[config.mk]
export PLATFORM = sky130hd
export DESIGN_NAME = alu_op_sequencer
export DESIGN_NICKNAME = d
export VERILOG_FILES = /design/src/rtl/alu_op_sequencer.sv
export SDC_FILE = /design/constraint.sdc
export NUM_CORES = 1
export LEC_CHECK = 0
export CORE_UTILIZATION = 43
export DETAILED_ROUTE_END_ITERATION = 10
export PLACE_DENSITY_LB_ADDON = 0.05
export SLEW_MARGIN = 15
export SYNTH_ARGS = -nofsm -noshare
export SYNTH_HDL_FRONTEND = slang
export SYNTH_SLANG_ARGS = --single-unit
[constraint.sdc]
create_clock -name clk -period 1.9 [get_ports clk]
set_input_delay 0.19 -clock clk [delete_from_list [all_inputs] [get_ports clk]]
set_output_delay 0.19 -clock clk [all_outputs]
set_load 0.03 [all_outputs]
[src/rtl/alu_op_sequencer.sv]
// ---------------------------------------------------------------------------
// alu_op_sequencer
//   Clocked front-end for the combinational mini ALU. A raw GO button is
//   synchronized and debounced. Each clean press latches the switch operands
//   into registers that drive the ALU. After a settle window the 20-bit ALU
//   result is captured for the display. Switch motion therefore never
//   disturbs a held result.
//
// Parameters
//   DEBOUNCE_CYCLES : cycles the synced key must hold a new level (>=1)
//   SETTLE_CYCLES   : cycles between operand latch and result capture (>=1)
//   CNT_W           : width of op_count
//
// Ports
//   clk, rst_n      : system clock, async active-low reset (sync release)
//   switches[9:0]   : [9:6] op1, [5:2] op2, [1] operation, [0] sign
//   key_go_n        : raw GO button, active-low, asynchronous to clk
//   alu_op1/op2     : registered operands to the ALU
//   alu_operation   : registered operation select
//   alu_sign        : registered signed-mode select
//   alu_result      : ALU combinational result
//   disp_result     : captured result for the display encoder
//   result_valid    : disp_result holds a completed operation
//   busy            : operation in flight (FSM in SETTLE); doubles as the
//                     FSM state observation point
//   op_count        : completed operations, wraps modulo 2^CNT_W
//   prev_result     : (only with ALU_SEQ_HISTORY_EN) result captured before
//                     the current disp_result
//
// Configuration macro: ALU_SEQ_HISTORY_EN
//
// Handshake: there is no valid/ready pair. A press event is accepted only in
// IDLE; an event that arrives in SETTLE is dropped, not queued.
// ---------------------------------------------------------------------------
module alu_op_sequencer #(
    parameter int DEBOUNCE_CYCLES = 500000,
    parameter int SETTLE_CYCLES   = 2,
    parameter int CNT_W           = 8
) (
    input  logic             clk,
    input  logic             rst_n,
    input  logic [9:0]       switches,
    input  logic             key_go_n,
    output logic [3:0]       alu_op1,
    output logic [3:0]       alu_op2,
    output logic             alu_operation,
    output logic             alu_sign,
    input  logic [19:0]      alu_result,
    output logic [19:0]      disp_result,
    output logic             result_valid,
    output logic             busy,
    output logic [CNT_W-1:0] op_count
`ifdef ALU_SEQ_HISTORY_EN
    ,
    output logic [19:0]      prev_result
`endif
);

    localparam int DB_W = (DEBOUNCE_CYCLES > 1) ? $clog2(DEBOUNCE_CYCLES) : 1;
    localparam int ST_W = (SETTLE_CYCLES > 1) ? $clog2(SETTLE_CYCLES) : 1;

    typedef enum logic {
        IDLE   = 1'b0,
        SETTLE = 1'b1
    } state_t;

    state_t            state;
    state_t            state_next;
    logic              sync1;
    logic              sync2;
    logic              db_level;
    logic              db_level_d;
    logic [DB_W-1:0]   db_cnt;
    logic              press_evt;
    logic [ST_W-1:0]   settle_cnt;
    logic              latch_en;
    logic              capture_en;

    // Two-flop synchronizer. Reset to the released (high) level so that
    // reset itself never looks like a press.
    always_ff @(posedge clk or negedge rst_n) begin
        if (!rst_n) begin
            sync1 <= 1'b1;
            sync2 <= 1'b1;
        end else begin
            sync1 <= key_go_n;
            sync2 <= sync1;
        end
    end

    // The counter only runs while the synced level disagrees with the
    // accepted level. Any bounce back clears it.
    always_ff @(posedge clk or negedge rst_n) begin
        if (!rst_n) begin
            db_level   <= 1'b1;
            db_level_d <= 1'b1;
            db_cnt     <= '0;
        end else begin
            db_level_d <= db_level;
            if (sync2 == db_level) begin
                db_cnt <= '0;
            end else if (db_cnt == DB_W'(DEBOUNCE_CYCLES - 1)) begin
                db_level <= sync2;
                db_cnt   <= '0;
            end else begin
                db_cnt <= db_cnt + 1'b1;
            end
        end
    end

    // One pulse per accepted falling edge of the debounced level. A held
    // button therefore never repeats.
    assign press_evt = db_level_d & ~db_level;

    always_ff @(posedge clk or negedge rst_n) begin
        if (!rst_n) state <= IDLE;
        else        state <= state_next;
    end

    always_comb begin
        state_next = state;
        latch_en   = 1'b0;
        capture_en = 1'b0;
        case (state)
            IDLE: begin
                if (press_evt) begin
                    latch_en   = 1'b1;
                    state_next = SETTLE;
                end
            end
            SETTLE: begin
                if (settle_cnt == ST_W'(SETTLE_CYCLES - 1)) begin
                    capture_en = 1'b1;
                    state_next = IDLE;
                end
            end
            default: state_next = IDLE;
        endcase
    end

    assign busy = (state == SETTLE);

    always_ff @(posedge clk or negedge rst_n) begin
        if (!rst_n) begin
            alu_op1       <= '0;
            alu_op2       <= '0;
            alu_operation <= 1'b0;
            alu_sign      <= 1'b0;
            settle_cnt    <= '0;
            disp_result   <= '0;
            result_valid  <= 1'b0;
            op_count      <= '0;
        end else begin
            if (latch_en) begin
                alu_op1       <= switches[9:6];
                alu_op2       <= switches[5:2];
                alu_operation <= switches[1];
                alu_sign      <= switches[0];
                settle_cnt    <= '0;
                // disp_result keeps the old value; only the valid flag drops.
                result_valid  <= 1'b0;
            end else if (state == SETTLE) begin
                settle_cnt <= settle_cnt + 1'b1;
            end
            if (capture_en) begin
                disp_result  <= alu_result;
                result_valid <= 1'b1;
                op_count     <= op_count + 1'b1;
            end
        end
    end

`ifdef ALU_SEQ_HISTORY_EN
    // Keeps the result that disp_result held just before each capture.
    always_ff @(posedge clk or negedge rst_n) begin
        if (!rst_n)          prev_result <= '0;
        else if (capture_en) prev_result <= disp_result;
    end
`else
    // No history register in this build.
`endif

endmodule
==> run_results.csv, run 1 <==
group,metric,value,unit
run_status,run_status,"complete, no violations",
global_route,grt_antenna_before_repair,0,
route,vias_per_cell,4.72,
global_route,first_global_vias,1935,
cells_and_area,nets,381,
yosys,synth_top_area_frac,0.571,
floorplanning,ioPinCount,73,
yosys,synth-seq-cells,64,
sta,hold_viol,0,
floorplanning,rows,28,
placement,io_buffer_count,72,
yosys,syn-instance-count,253,
clock_network,clock-sinks,64,
yosys,ys_types,28,
yosys,yosys_warnings,0,
sta,skew,6.42,ps
yosys,syn_nets,288,
worst_setup_path,critPathKind,"reg2reg",
worst_setup_path,cp_max_fo,4,
route,drc,0,
yosys,synth_edf_count,0,
clock_network,cts_setup_buffers,0,
route,wl_per_cell,12.7,um
worst_setup_path,rrSetupSlack,160,ps
clock_network,clk_pin_slew_worst_paths,70,ps
sta,setup_tns,0,ps
floorplanning,die_area,6430,um2
clock_network,cts_tree,"done",
cells_and_area,area_growth,43.2,%
cells_and_area,final_cells,426,
worst_hold_path,hold_path_class,"in2reg",
route,wirelength,5.39,mm
cells_and_area,seq_area,1610,um2
yosys,async_flop_share,1.00,
placement,dp_cells,409,
clock_network,clk_latency,330,ps
cells_and_area,multi_input_area,981,um2
sta,worstMarginPinSlew,432,ps
worst_setup_path,crit_start,"db_cnt[5]",
power_and_ir_drop,ir_worst_vdd,447,uV
placement,place_congestion,0.776,
cells_and_area,antenna_cells,0,
worst_setup_path,r2r_start,"db_cnt[5]",
yosys,synthesis.area,2630,um2
sta,layout_min_cycle_time,1740,ps
global_route,grt_pass1_wl,8.92,mm
global_route,overflow,0,
worst_setup_path,arrival,2000,ps
cells_and_area,final_cell_mix,"nand2_1, clkdlybuf4s50_1, dfrtp_1",
floorplanning,chipHeight,80.2,um
yosys,yosys.area.top_type,"dfrtp_1",
yosys,netlist_top_cells_area,"dfrtp_1, nand2_1, xnor2_1, mux2_2, dfstp_2",
sta,finalSetupViolations,0,
worst_hold_path,hp-start,"key_go_n",
placement,dp_hpwl,3.70,mm
cells_and_area,fillers,515,
sta,maxSlewHeadroom,0.711,
sta,fin_crit_sh,0.915,
sta,rsz0062_at_grt,"false",
route,final_antenna_net_count,0,
worst_setup_path,critPathLaunchType,"flop",
power_and_ir_drop,p_total,2.65,mW
worst_setup_path,crit_end,"db_cnt[15]",
floorplanning,start_util,0.444,
power_and_ir_drop,leakage,1.64,nW
clock_network,cts_max_level,3,
run,drv_cap,0,
sta,drv_slew,0,
clock_network,numCtsBuffers,9,
sta,whs,259,ps
worst_setup_path,end_kind,"flop",
yosys,avgSynthCellArea,10.4,um2
route,drt_pass1_iterations,5,
floorplanning,fp.coreArea,5920,um2
worst_setup_path,worstPathRequired,2160,ps
floorplanning,die_x,80.2,um
clock_network,cts_buffer_depth,2,
global_route,grt_max_degree,44,
clock_network,cts.root.buffer_cell,"clkbuf_8",
route,route.vias.total,2009,
worst_setup_path,reg2reg_to,"db_cnt[15]",
yosys,ys.flop_type,"dfrtp_1",
worst_setup_path,r2r_cells,5,
cells_and_area,drive_gt1_frac,0.151,
route,first_iter_violations,99,
power_and_ir_drop,powerDensity,705,nW/um2
sta,fmax,575,MHz
cells_and_area,fin_util,0.636,
global_route,track_usage,0.186,
cells_and_area,layout_commonest_cell,"nand2_1",
yosys,seq_area_frac_synth,0.611,
[worst min path at each step]
| stage | to | cells after the start |
|---|---|---|
| finish | sync1 | 1 |
| CTS | sync1 | 1 |
| floorplan | alu_op1[0] | 0 |
| global placement | db_cnt[15] | 2 |
| detailed placement | db_cnt[15] | 2 |
| global route | sync1 | 1 |
[cell usage after synthesis, drive strengths merged, types with 2 or more instances]
master	number
a21oi	5
clkbuf	7
dfrtp	60
dfstp	4
ha	2
inv	5
mux2	11
nand2	75
nand3	8
nand4	7
nor2	24
nor3	3
nor4	4
o21ai	2
o31ai	2
or3	2
or4	3
xnor2	18
xor2	3
[critical path, stage by stage, from the launching register on]
cell and delay, ps:
dfrtp_1 370, nand3_2 100, or4_4 550, buf_4 160
or3_1 340, a21oi_1 150
[metrics by stage]
step	setup slack [ps]	instance area, um2
finish	161	3760
global route	44.4	3760
CTS	103	3760
detailed placement	125	3550
global placement	154	3550
floorplan	92.8	2630
[layer usage]
metal / part of all wire / vias up / global-route usage
met1: 0.47 / 930 / 0.235
met4: 0.022 / 0 / 0.102
li1: - / 1016 / -
met5: 0 / - / 0
met3: 0.059 / 11 / 0.0625
met2: 0.45 / 52 / 0.279
[state kept, by name, summed over array words and instances, names as in the netlist]
signal	count
op_count	8
settle_cnt	1
alu_op2	4
disp_result	20
alu_op1	4
db_level_d	1
result_valid	1
db_level	1
sync2	1
alu_operation	1
busy	1
alu_sign	1
db_cnt	19
sync1	1
[power breakdown]
part / switching, mW / internal, mW / total, mW / leakage, nW
registers: 0.00610 / 1.37 / 1.38 / 0.773
clock network: 0.520 / 0.640 / 1.16 / 0.0993
logic: 0.0450 / 0.0707 / 0.116 / 0.767
total: 0.571 / 2.08 / 2.65 / 1.64
[what timing repair did]
item | in CTS | in global routing
hold buffers | 1 | 0
hold endpoints to repair | 60 | 0
setup endpoints to repair | 0 | 2
resized for setup | 0 | 1
[area by class of cell]
cell class / instances / area share
Multi-Input combinational cell: 176 / 0.261
Sequential cell: 64 / 0.427
Timing Repair Buffer: 90 / 0.230
Clock buffer: 11 / 0.0376
Tap cell: 75 / 0.0249
Clock inverter: 5 / 0.0150
Inverter: 5 / 0.00499
[logic make-up (layout without fill, tap and decap cells)]
group	count (synthesis)	in the layout	synth area share
DFF	64	64	0.611
buffers and inverters	13	111	0.0190
AOI/OAI and AO/OA	11	11	0.0247
muxes	11	11	0.0471
and+or+nand+nor	131	131	0.218
adders and majority gates	2	2	0.00952
xor gates and xnor gates	21	21	0.0700
Power figures use the tool's default switching activity.
==> run 2: changes to the inputs <==
--- a/config.mk
+++ b/config.mk
@@ -5,6 +5,7 @@
 export SDC_FILE = /design/constraint.sdc
 export NUM_CORES = 1
 export LEC_CHECK = 0
+export CORE_ASPECT_RATIO = 0.6
 export CORE_UTILIZATION = 43
 export DETAILED_ROUTE_END_ITERATION = 10
 export PLACE_DENSITY_LB_ADDON = 0.05
==> run 2 against run 1 <==
  * Via count is 2.7% higher
  * Clock power is 6% lower
  * Design area is 0.40% lower
  * Critical path type unchanged
  * Maximum frequency is 5.4% lower
  * Highest routed layer unchanged
  * Worst setup slack worse by 99 ps
  * Largest power group unchanged
==> run_results.csv, run 2 (synthesis results as in run 1) <==
group,metric,value,unit
cells_and_area,nets,379,
worst_setup_path,r2r_cells,4,
sta,drv_slew,0,
global_route,grt_pass1_wl,9.59,mm
clock_network,cts.root.buffer_cell,"clkbuf_8",
placement,io_buffer_count,72,
sta,maxSlewHeadroom,0.686,
power_and_ir_drop,ir_worst_vdd,453,uV
sta,hold_viol,0,
floorplanning,ioPinCount,73,
sta,worstMarginPinSlew,470,ps
cells_and_area,largest_register_ffs,20,
floorplanning,rows,21,
clock_network,clk_pin_slew_worst_paths,60,ps
global_route,track_usage,0.199,
sta,finalSetupViolations,0,
cells_and_area,design_area,3750,um2
worst_setup_path,cp.buffers_inverters,0,
cells_and_area,antenna_cells,0,
route,final_antenna_net_count,0,
floorplanning,fp.coreArea,5730,um2
worst_setup_path,critPathLaunchType,"flop",
cells_and_area,final_cell_mix,"nand2_1, clkdlybuf4s50_1, dfrtp_1",
route,vias_per_cell,4.82,
worst_setup_path,path_cells,"nand3_2 -> or4_4 -> or4_1 -> a21oi_1",
route,wirelength,5.70,mm
worst_setup_path,critPathMaxStageDelay,600,ps
power_and_ir_drop,leakage,1.63,nW
clock_network,clock-sinks,64,
worst_hold_path,hold_path_class,"in2reg",
power_and_ir_drop,powerDensity,690,nW/um2
placement,dp_cells,412,
worst_setup_path,worstPathRequired,2150,ps
clock_network,cts_buffer_depth,2,
clock_network,clk_latency,330,ps
cells_and_area,drive_gt1_frac,0.147,
cells_and_area,area_growth,42.6,%
cells_and_area,fin_util,0.654,
clock_network,cts_max_level,3,
placement,dp_hpwl,4.16,mm
worst_setup_path,arrival,2090,ps
cells_and_area,regMostFlops,"disp_result",
worst_setup_path,cp_num_cells,4,
global_route,first_global_vias,2007,
clock_network,numCtsBuffers,9,
sta,rsz0062_at_grt,"false",
worst_hold_path,min_path_cells,1,
cells_and_area,largest_registers,"disp_result: 20 flops, db_cnt: 19 flops, op_count: 8 flops",
worst_setup_path,cp_max_fo,8,
sta,skew,5.45,ps
cells_and_area,layout_commonest_cell,"nand2_1",
placement,place_congestion,0.858,
cells_and_area,final_cells,428,
power_and_ir_drop,p_total,2.59,mW
run,drv_cap,0,
route,first_iter_violations,85,
sta,fin_crit_sh,0.968,
route,drt_pass1_iterations,4,
worst_setup_path,critPathTopFamily,"simple AND/OR/NAND/NOR gates",
worst_setup_path,cp_slowest_cell,"or4_4",
route,route.vias.total,2064,
floorplanning,die_area,6440,um2
floorplanning,start_util,0.459,
global_route,grt_antenna_before_repair,0,
sta,layout_min_cycle_time,1840,ps
clock_network,cts_setup_buffers,0,
worst_setup_path,critPathKind,"reg2reg",
clock_network,cts_tree,"done",
worst_setup_path,end_kind,"flop",
sta,fmax,544,MHz
global_route,overflow,0,
sta,whs,264,ps
placement,dpl-instance-area,3540,um2
global_route,grt_max_degree,46,
run_status,run_status,"complete, no violations",
floorplanning,die_x,103,um
route,drc,0,
route,wl_per_cell,13.3,um
floorplanning,chipHeight,62.6,um
[run 2: timing repair]
item	in CTS	in global routing
resized for setup	1	0
endpoints found under the setup margin	1	0
endpoints found under the hold margin	19	0
hold buffers	1	0
[run 2: stage by stage]
stage          setup WS (ps)  setup TNS (ps)
6_report                61.7               0
5_1_grt                 28.3               0
4_1_cts                 74.7               0
3_5_place_dp           -8.22           -8.22
3_3_place_gp             106               0
2_1_floorplan           92.8               0
[run 2: routing by layer]
metal	wire, um	GRT usage
met5	0	0
met4	65	0.0739
met3	588	0.0761
met2	2260	0.271
met1	2790	0.286
[run 2: layout make-up]
| cell class | instances | area, um2 |
|---|---|---|
| fillers | 512 | 1980 |
| flip-flops and latches | 64 | 1610 |
| multi-input cells | 176 | 981 |
| repair buffers | 88 | 851 |
| clock buffers | 13 | 179 |
| well taps | 80 | 100 |
| inverters | 5 | 18.8 |
| clock inverters | 2 | 12.5 |
[run 2: worst paths after layout]
kind	slack [ps]	from	end
max	60	db_cnt[4]	db_cnt[17]
min in group asynchronous	350	rst_n	db_cnt[16]
max reg2reg	60	db_cnt[4]	db_cnt[17]
min	260	key_go_n	sync1
max in group asynchronous	900	rst_n	sync2
min reg2reg	360	sync1	sync2
[run 2: power breakdown]
part	internal, mW	switching [mW]	total, mW
Sequential	1.37	0.00603	1.38
Combinational	0.0693	0.0456	0.115
Clock	0.607	0.488	1.09
[run 2: worst reg2reg max path: cells and delay by family (launching register included)]
| kind | cells | cell delay (ps) |
|---|---|---|
| simple gates | 3 | 1210 |
| flops | 1 | 380 |
| compound gates | 1 | 170 |
==> run 3: changes to the inputs <==
--- a/config.mk
+++ b/config.mk
@@ -13,3 +13,4 @@
 export SYNTH_ARGS = -nofsm -noshare
 export SYNTH_HDL_FRONTEND = slang
 export SYNTH_SLANG_ARGS = --single-unit
+export TNS_END_PERCENT = 20
==> results of run 3 <==
Same layout as run 2: the final DEF is identical, and so are final timing and power.
